### src/rtl/serial_sum_sched.sv
// Round-robin scheduler sharing one serial three-operand sum datapath among N_REQ requesters.
// Optional start-to-done watchdog: define SERIAL_SUM_SCHED_TMO_EN.
module serial_sum_sched #(
  parameter int unsigned N_REQ   = 4,
  parameter int unsigned DATA_W  = 27,
  parameter int unsigned GAP_CYC = 2,
  parameter int unsigned TMO_CYC = 1023
) (
  input  logic                      clk_i,
  input  logic                      rst_i,
  input  logic [N_REQ-1:0]          req_i,
  input  logic [N_REQ*DATA_W-1:0]   data_i,
  output logic [N_REQ-1:0]          gnt_o,
  output logic                      dp_start_o,
  output logic [DATA_W-1:0]         dp_data_o,
  input  logic                      dp_done_i,
  output logic                      done_o,
  output logic [2:0]                done_id_o,
  output logic                      busy_o,
  output logic                      err_o
);

  localparam int unsigned ID_W  = 3;
  localparam int unsigned GAP_W = 4;
  localparam int unsigned TMO_W = $clog2(TMO_CYC + 1);
  localparam int unsigned CNT_W = (TMO_W > GAP_W) ? TMO_W : GAP_W;
  localparam logic [CNT_W-1:0] GAP_LAST = (GAP_CYC > 0) ? CNT_W'(GAP_CYC - 1) : '0;
  localparam logic [ID_W-1:0]  LAST_ID  = ID_W'(N_REQ - 1);

  typedef enum logic [1:0] {S_IDLE, S_ISSUE, S_WAIT, S_GAP} state_e;

  state_e              state_q, state_d;
  logic [ID_W-1:0]     ptr_q, ptr_d;
  logic [ID_W-1:0]     id_q, id_d;
  logic [CNT_W-1:0]    cnt_q, cnt_d;
  logic [N_REQ-1:0]    gnt_q, gnt_d;
  logic                start_q, start_d;
  logic [DATA_W-1:0]   data_q, data_d;
  logic                done_q, done_d;
  logic [ID_W-1:0]     done_id_q, done_id_d;
  logic                busy_q, busy_d;
  logic                err_q, err_d;

  logic                pick_vld;
  logic [ID_W-1:0]     pick_id;
  logic [DATA_W-1:0]   pick_word;
  logic                job_end;

  // First set request at or after ptr, searched cyclically.
  always_comb begin : pick_comb
    pick_vld  = 1'b0;
    pick_id   = '0;
    pick_word = '0;
    for (int unsigned i = 0; i < N_REQ; i++) begin
      for (int unsigned j = 0; j < N_REQ; j++) begin
        if (!pick_vld && req_i[j] && (ptr_q == ID_W'((j + N_REQ - i) % N_REQ))) begin
          pick_vld  = 1'b1;
          pick_id   = ID_W'(j);
          pick_word = data_i[j*DATA_W +: DATA_W];
        end
      end
    end
  end

  always_comb begin : fsm_comb
    state_d   = state_q;
    ptr_d     = ptr_q;
    id_d      = id_q;
    cnt_d     = cnt_q;
    gnt_d     = '0;
    start_d   = 1'b0;
    data_d    = data_q;
    done_d    = 1'b0;
    done_id_d = done_id_q;
    busy_d    = busy_q;
    err_d     = err_q;
    job_end   = 1'b0;

    case (state_q)
      S_IDLE: begin
        if (pick_vld) begin
          gnt_d   = N_REQ'(1) << pick_id;
          data_d  = pick_word;
          id_d    = pick_id;
          busy_d  = 1'b1;
          state_d = S_ISSUE;
        end
      end
      S_ISSUE: begin
        start_d = 1'b1;
        cnt_d   = '0;
        state_d = S_WAIT;
      end
      S_WAIT: begin
        if (dp_done_i) begin
          job_end = 1'b1;
`ifdef SERIAL_SUM_SCHED_TMO_EN
        end else if (cnt_q == CNT_W'(TMO_CYC)) begin
          job_end = 1'b1;
          err_d   = 1'b1;
        end else begin
          cnt_d = cnt_q + CNT_W'(1);
`endif
        end
        // A finished or abandoned job releases the datapath and rotates priority.
        if (job_end) begin
          done_d    = 1'b1;
          done_id_d = id_q;
          ptr_d     = (id_q == LAST_ID) ? '0 : id_q + ID_W'(1);
          cnt_d     = '0;
          if (GAP_CYC > 0) begin
            state_d = S_GAP;
          end else begin
            state_d = S_IDLE;
            busy_d  = 1'b0;
          end
        end
      end
      S_GAP: begin
        if (cnt_q == GAP_LAST) begin
          state_d = S_IDLE;
          busy_d  = 1'b0;
        end else begin
          cnt_d = cnt_q + CNT_W'(1);
        end
      end
      default: begin
        state_d = S_IDLE;
      end
    endcase
  end

  always_ff @(posedge clk_i) begin : state_reg
    if (rst_i) begin
      state_q   <= S_IDLE;
      ptr_q     <= '0;
      id_q      <= '0;
      cnt_q     <= '0;
      gnt_q     <= '0;
      start_q   <= 1'b0;
      data_q    <= '0;
      done_q    <= 1'b0;
      done_id_q <= '0;
      busy_q    <= 1'b0;
      err_q     <= 1'b0;
    end else begin
      state_q   <= state_d;
      ptr_q     <= ptr_d;
      id_q      <= id_d;
      cnt_q     <= cnt_d;
      gnt_q     <= gnt_d;
      start_q   <= start_d;
      data_q    <= data_d;
      done_q    <= done_d;
      done_id_q <= done_id_d;
      busy_q    <= busy_d;
      err_q     <= err_d;
    end
  end

  assign gnt_o      = gnt_q;
  assign dp_start_o = start_q;
  assign dp_data_o  = data_q;
  assign done_o     = done_q;
  assign done_id_o  = done_id_q;
  assign busy_o     = busy_q;
`ifdef SERIAL_SUM_SCHED_TMO_EN
  assign err_o      = err_q;
`else
  assign err_o      = 1'b0;
`endif

endmodule

### config.mk
export PLATFORM = sky130hd
export DESIGN_NAME = serial_sum_sched
export DESIGN_NICKNAME = d
export VERILOG_FILES = /design/src/rtl/serial_sum_sched.sv
export SDC_FILE = /design/constraint.sdc
export NUM_CORES = 1
export LEC_CHECK = 0
export ABC_AREA = 0
export CORE_MARGIN = 2
export CORE_UTILIZATION = 40
export DETAILED_ROUTE_END_ITERATION = 7
export PLACE_DENSITY = 0.72
export SYNTH_ARGS = -nofsm -noshare
export SYNTH_HDL_FRONTEND = slang
export SYNTH_SLANG_ARGS = --single-unit
export TNS_END_PERCENT = 50
### constraint.sdc
create_clock -name clk_i -period 1.8 [get_ports clk_i]
set_input_delay 0.36 -clock clk_i [delete_from_list [all_inputs] [get_ports clk_i]]
set_output_delay 0.36 -clock clk_i [all_outputs]
set_load 0.005 [all_outputs]
# Yosys cells after proc, flatten, opt, wreduce, memory -nomap -nowiden

Index checks and enable logic that the tools add are counted.

Register bits: 55
Latch bits: 0
Bits in writable memories: 0
ROM bits: 0
Input bits: 115
Logic and storage cells: 147
Memories kept: 0

Add/subtract/negate cells: 2
Multipliers: 0
Div/mod/pow operators: 0
$lt $le $gt $ge: 0
Equality and inequality tests: 12
Shift operators: 1
Multiplexer cells: 62
Bitwise gates (word level): 3
Reductions and logical operators: 57

Operators by type and width:

| kind                    | number |
|---|---|
| $mux W27                | 16 |
| $mux W3                 | 15 |
| $logic_and A1 B1 Y1     | 31 |
| $pmux W10 S3            | 1 |
| $mux W1                 | 23 |
| $mux W10                | 2 |
| $logic_not A1 Y1        | 15 |
| $add A10 B1 Y10 const B | 1 |
| $eq A10 B1 Y1 const B   | 1 |
| $eq A3 B2 Y1 const B    | 3 |
| $reduce_and A3 Y1       | 3 |
| $ne A2 B2 Y1 const B    | 4 |
| $pmux W2 S4             | 1 |
| $mux W2                 | 3 |
| $eq A2 B2 Y1 const B    | 2 |
| $reduce_and A2 Y1       | 2 |
| $shl A1 B3 Y4 const A   | 1 |
| $add A3 B1 Y3 const B   | 1 |
| $eq A3 B1 Y1 const B    | 1 |
| $logic_not A3 Y1        | 1 |
| $not A1 Y1              | 3 |
| $reduce_bool A3 Y1      | 1 |
| $reduce_or A3 Y1        | 1 |
| $eq A2 B1 Y1 const B    | 1 |
| other kinds (4)         | 4 |

# Longest topological paths before layout

Depth after elaboration: 65
Gate-level depth with buffers: 9

# Least setup slack after synthesis

No wires, ideal clock.

Path type: flip-flop to flip-flop
From: register state_q[0]
To: register cnt_q[9]
Setup time: 0.133 ns
Data arrival time: 1.743 ns
Required time: 1.667 ns
Setup slack: -0.077 ns
Stages on the path, launching flop included: 8
Period minus slack after synthesis: 1.877 ns
Path through: dfxtp_1 inv_1 ha_1 nor2b_1 nor4b_1 nand3_1 xor2_1 nor2_1

Longest elaborated chain between the ends: 3
Elaborated cells between the ends (all ways): 8

Ends and longest elaborated chain:

| item                                                                | RTL line | RTL |
|---|---|---|
| from (decl)                                                         | 32       | `state_e state_q, state_d;` |
| from (signal assigned)                                              | 147      | `state_q <= state_d;` |
| $eq A2 B2 Y1 or $eq A2 B1 Y1 (tied branches)                        | 79       | `case (state_q)` |
| $ne A2 B2 Y1 (no source line) or $reduce_bool A3 Y1 (tied branches) | -        |  |
| $reduce_and A3 Y1 (no source line)                                  | -        |  |
| to (signal assigned)                                                | 150      | `cnt_q <= cnt_d;` |
| to (decl)                                                           | 35       | `logic [CNT_W-1:0] cnt_q, cnt_d;` |

Several ways; a longest one is shown, not always the timed one.
A chain may end at the register's enable or synchronous reset.

# Worst setup path in the final report

From: register ptr_q[0]
To: register data_q[4] (netlist: dp_data_o[4])

Longest elaborated chain between the ends: 64
Elaborated cells between the ends (all ways): 83

Ends and longest elaborated chain:

| item                               | RTL line | RTL |
|---|---|---|
| from (decl)                        | 33       | `logic [ID_W-1:0] ptr_q, ptr_d;` |
| from (signal assigned)             | 148      | `ptr_q <= ptr_d;` |
| $logic_not A3 Y1                   | 56       | `if (!pick_vld && req_i[j] && (ptr_q == ID_W'((j + N_REQ - i) % N_REQ))) begin` |
| $logic_and A1 B1 Y1                | 56       |  |
| $mux W1                            | 56       |  |
| $logic_not A1 Y1                   | 56       |  |
| $logic_and A1 B1 Y1 (2 in a row)   | 56       |  |
| $mux W1                            | 56       |  |
| $logic_not A1 Y1                   | 56       |  |
| $logic_and A1 B1 Y1 (2 in a row)   | 56       |  |
| (+44 left out)                     | -        |  |
| $mux W1                            | 56       |  |
| $logic_not A1 Y1                   | 56       |  |
| $logic_and A1 B1 Y1 (2 in a row)   | 56       |  |
| $mux W1                            | 56       |  |
| $logic_not A1 Y1                   | 56       |  |
| $logic_and A1 B1 Y1 (2 in a row)   | 56       |  |
| $mux W1                            | 56       |  |
| $reduce_and A2 Y1 (no source line) | -        |  |
| to (signal assigned)               | 153      | `data_q <= data_d;` |
| to (decl)                          | 38       | `logic [DATA_W-1:0] data_q, data_d;` |

Several ways; a longest one is shown, not always the timed one.

==> impl_metrics.toml <==
[synthesis]
syn_area_per_cell_um2 = 7.491
synth.mux.area_fraction_pct = 0.7496
netlist-cell-type-count = 64
yosys_warnings = 0
synth_flop_cell = "dfxtp_1"
synth_edf_count = 0
synthSimpleGateAreaFrac_pct = 20.43
synth_cells = 713
yosys-top-cells-count = "nor2_1 (76), dfxtp_1 (52), a21oi_1 (44)"
synth_top_family_by_area = "compound AO/OA/AOI/OAI gates"
synth_compound_area_share_pct = 49.14
async_reset_ff_share_pct = 0
synth_area_mm2 = 0.005341
yosysMostFrequentCell = "nor2_1"
synth_area_leader_cell = "dfxtp_1"
synthXorXnorAreaFrac_pct = 1.312
synth.area.top_cells = "dfxtp_1 (19%), a221o_1 (5.4%), nor2_1 (5.3%)"
synth_top_cell_area_share_pct = 19.49
synthAdderAreaFrac_pct = 1.874
synth-seq-area-share_pct = 19.49
yosys_register_bits = 52

[clock_network]
cts_sinks = 52
cts_tree = "yes"
clk_latency_ns = 0.32
postCtsHoldBufs = 0
clk_path_buf_depth = 2
htreeDepth = 2
root_buffer = "clkbuf_16"
clk_pin_slew_ns = 0.08
numCtsBuffers = 5

[setup_path]
worst-setup-path-type = "reg2reg"
cp-endpoint = "dp_data_o[4]$_SDFFE_PP0P_"
start_kind = "flip-flop"
path_cells = "or4_4 > buf_8 > o31ai_4 > buf_4 > nor3_2 > a211o_1 > a22o_1"
arrival_ns = 2.19
slowest_delay_ns = 0.59
cp-end-kind = "flip-flop"
path_max_fanout = 6
critPathSlowestCell = "or4_4"
crit_required_ns = 2.01
r2r_cells = 7
regToRegSetupSlack_ns = -0.18
timing.rr.start = "ptr_q[0]$_SDFFE_PP0P_"
rr_endpoint = "dp_data_o[4]$_SDFFE_PP0P_"
crit_start = "ptr_q[0]$_SDFFE_PP0P_"

[placement]
dp_hpwl_um = 17410
gp_congestion = 0.9748
post-place-ws_ns = -0.8416
port_buffers = 150

[final_layout]
syn_to_final_growth_pct = 69.22
final_nets = 1098
diodes = 0
nFillCells = 1009
drive_above_1_share_pct = 28.28
multiInputGateArea_mm2 = 0.004383
seq_area_mm2 = 0.001050

[sta]
finalClockSkew_ns = 0.007030
slew_viol_final = 0
max_freq_mhz = 503.9
layout_min_cycle_time_ns = 1.985
setup_viol = 27
hold_viol_final = 0
setup_slack_ns = -0.1846
rsz0062_at_grt = "yes"
post-route-period-util_pct = 110.3
finalSetupTns_ns = -3.144

[global_routing]
gr-usage-all-layers_pct = 33.84
antenna_found_initial = 0
grt_pass1_vias = 7683
grt_overflow = 0
grt_start_max_net_pins = 32
grt_pass1_wl_um = 39080

[die]
core_mm2 = 0.01314
row_count = 42
dieWidth_um = 119.6
start_util_pct = 40.66
die_h_um = 119.6
dieArea_mm2 = 0.01429
top_level_ports = 153

[worst_hold_path]
min_path_type = "reg2reg"

[pwr]
powerDensity_mw_per_mm2 = 752.9
p_leak_nw = 3.491
ir_drop_mv = 0.5209

[status]
failed_checks = "design-rule violations, negative setup slack"
status = "finished with violations"

[route]
antenna_left = 0
drtIter0Drc = 1500
via_per_inst = 6.975
drc = 5
vias = 8035
wirelength_um = 25990
drt_pre_antenna_iters = 8
wl_per_cell_um = 22.56

[flow_run]
maxCapViolCount = 0
==> cell type report <==
class	count	share of cell area, %
repair buffers	329	35.51
inverters	6	0.2492
flip-flops and latches	52	11.61
well taps	176	2.436
multi-input cells	581	48.49
clock inverters	3	0.3184
clock buffers	5	1.384
==> power breakdown <==
group	total (mW)	switching, mW	leakage [nW]	internal [mW]
Clock	1.11	0.566	0.0767	0.540
Combinational	4.07	1.90	2.99	2.17
Sequential	1.63	0.178	0.429	1.45
==> sequential cells by signal (all words and copies together) (netlist names) <==
name,flops
dp_start_o,1
cnt_q,10
done_o,1
id_q,2
busy_o,1
done_id_o,2
gnt_o,4
ptr_q,2
dp_data_o,27
state_q,2
==> metrics by stage <==
step / hold WS, ns / power (mW) / area [um^2] / util [%] / instances
CTS: 0.4773 / 6.504 / 8521 / 64.86 / 1141
floorplan: 0.4394 / 3.401 / 5451 / - / 714
finish: 0.4731 / 6.805 / 9039 / 68.80 / 1152
global route: 0.5035 / 7.119 / 9039 / 68.80 / 1152
detailed placement: 0.4581 / 5.320 / 8210 / 62.50 / 1129
global placement: 0.4533 / 5.225 / 8210 / 62.50 / 1129
==> layer usage <==
metal	part of all wire (%)	wire, um	global-route usage, %
met1	37	9601	41.75
met2	46	11850	55.79
met3	12	3212	6.131
met4	5.1	1319	18.46
met5	0	0	0
==> cell families after synthesis <==
family / after synthesis
other cells: 1
simple gates: 218
compound gates: 341
buf+inv: 81
xor+xnor: 8
flops: 52
mux: 4
fa+ha+maj: 8
==> layout by cell type (no fill, tap or decap), types with 13 or more instances in the layout <==
cell type	netlist	layout
a21oi_1	44	43
a221o_1	29	29
a222oi_1	17	17
a22o_1	17	17
a22oi_1	29	28
buf_12	0	16
buf_4	4	135
buf_6	2	22
clkdlybuf4s50_1	0	146
dfxtp_1	52	49
nand2_1	34	32
nand3_1	16	15
nor2_1	76	73
nor2b_1	25	19
nor3_1	22	15
o2111ai_2	0	16
o211ai_1	23	23
o21ai_0	28	27
o22a_1	28	27
o22ai_1	27	27
o2bb2ai_1	13	13
==> worst max-delay path, delay by kind of cell (launching register included) <==
kind,cells,cell delay [ns]
AO/OA/AOI/OAI,3,0.55
buffers and inverters,2,0.33
flip-flops,1,0.38
AND/OR/NAND/NOR,2,0.63
==> repair_timing <==
item / CTS / global route
setup endpoints to repair: 35 / 39
pin swaps: 13 / 69
gates cloned: 2 / 3
resized for setup: 35 / 88
setup buffers: 2 / 8
hold endpoints to repair: 0 / 0
==> worst min-delay path by stage <==
stage / from / to / slack, ns / cells after the start
finish: done_id_o[0]$_SDFFE_PP0P_ / done_id_o[0]$_SDFFE_PP0P_ / 0.47 / 2
global placement: done_id_o[1]$_SDFFE_PP0P_ / done_id_o[1]$_SDFFE_PP0P_ / 0.45 / 2
floorplan: id_q[1]$_SDFFE_PP0P_ / id_q[1]$_SDFFE_PP0P_ / 0.44 / 2
detailed placement: done_id_o[1]$_SDFFE_PP0P_ / done_id_o[1]$_SDFFE_PP0P_ / 0.46 / 2
CTS: done_id_o[1]$_SDFFE_PP0P_ / done_id_o[1]$_SDFFE_PP0P_ / 0.48 / 2
global route: dp_data_o[20]$_SDFFE_PP0P_ / dp_data_o[20]$_SDFFE_PP0P_ / 0.50 / 1
Power figures use the tool's default switching activity.
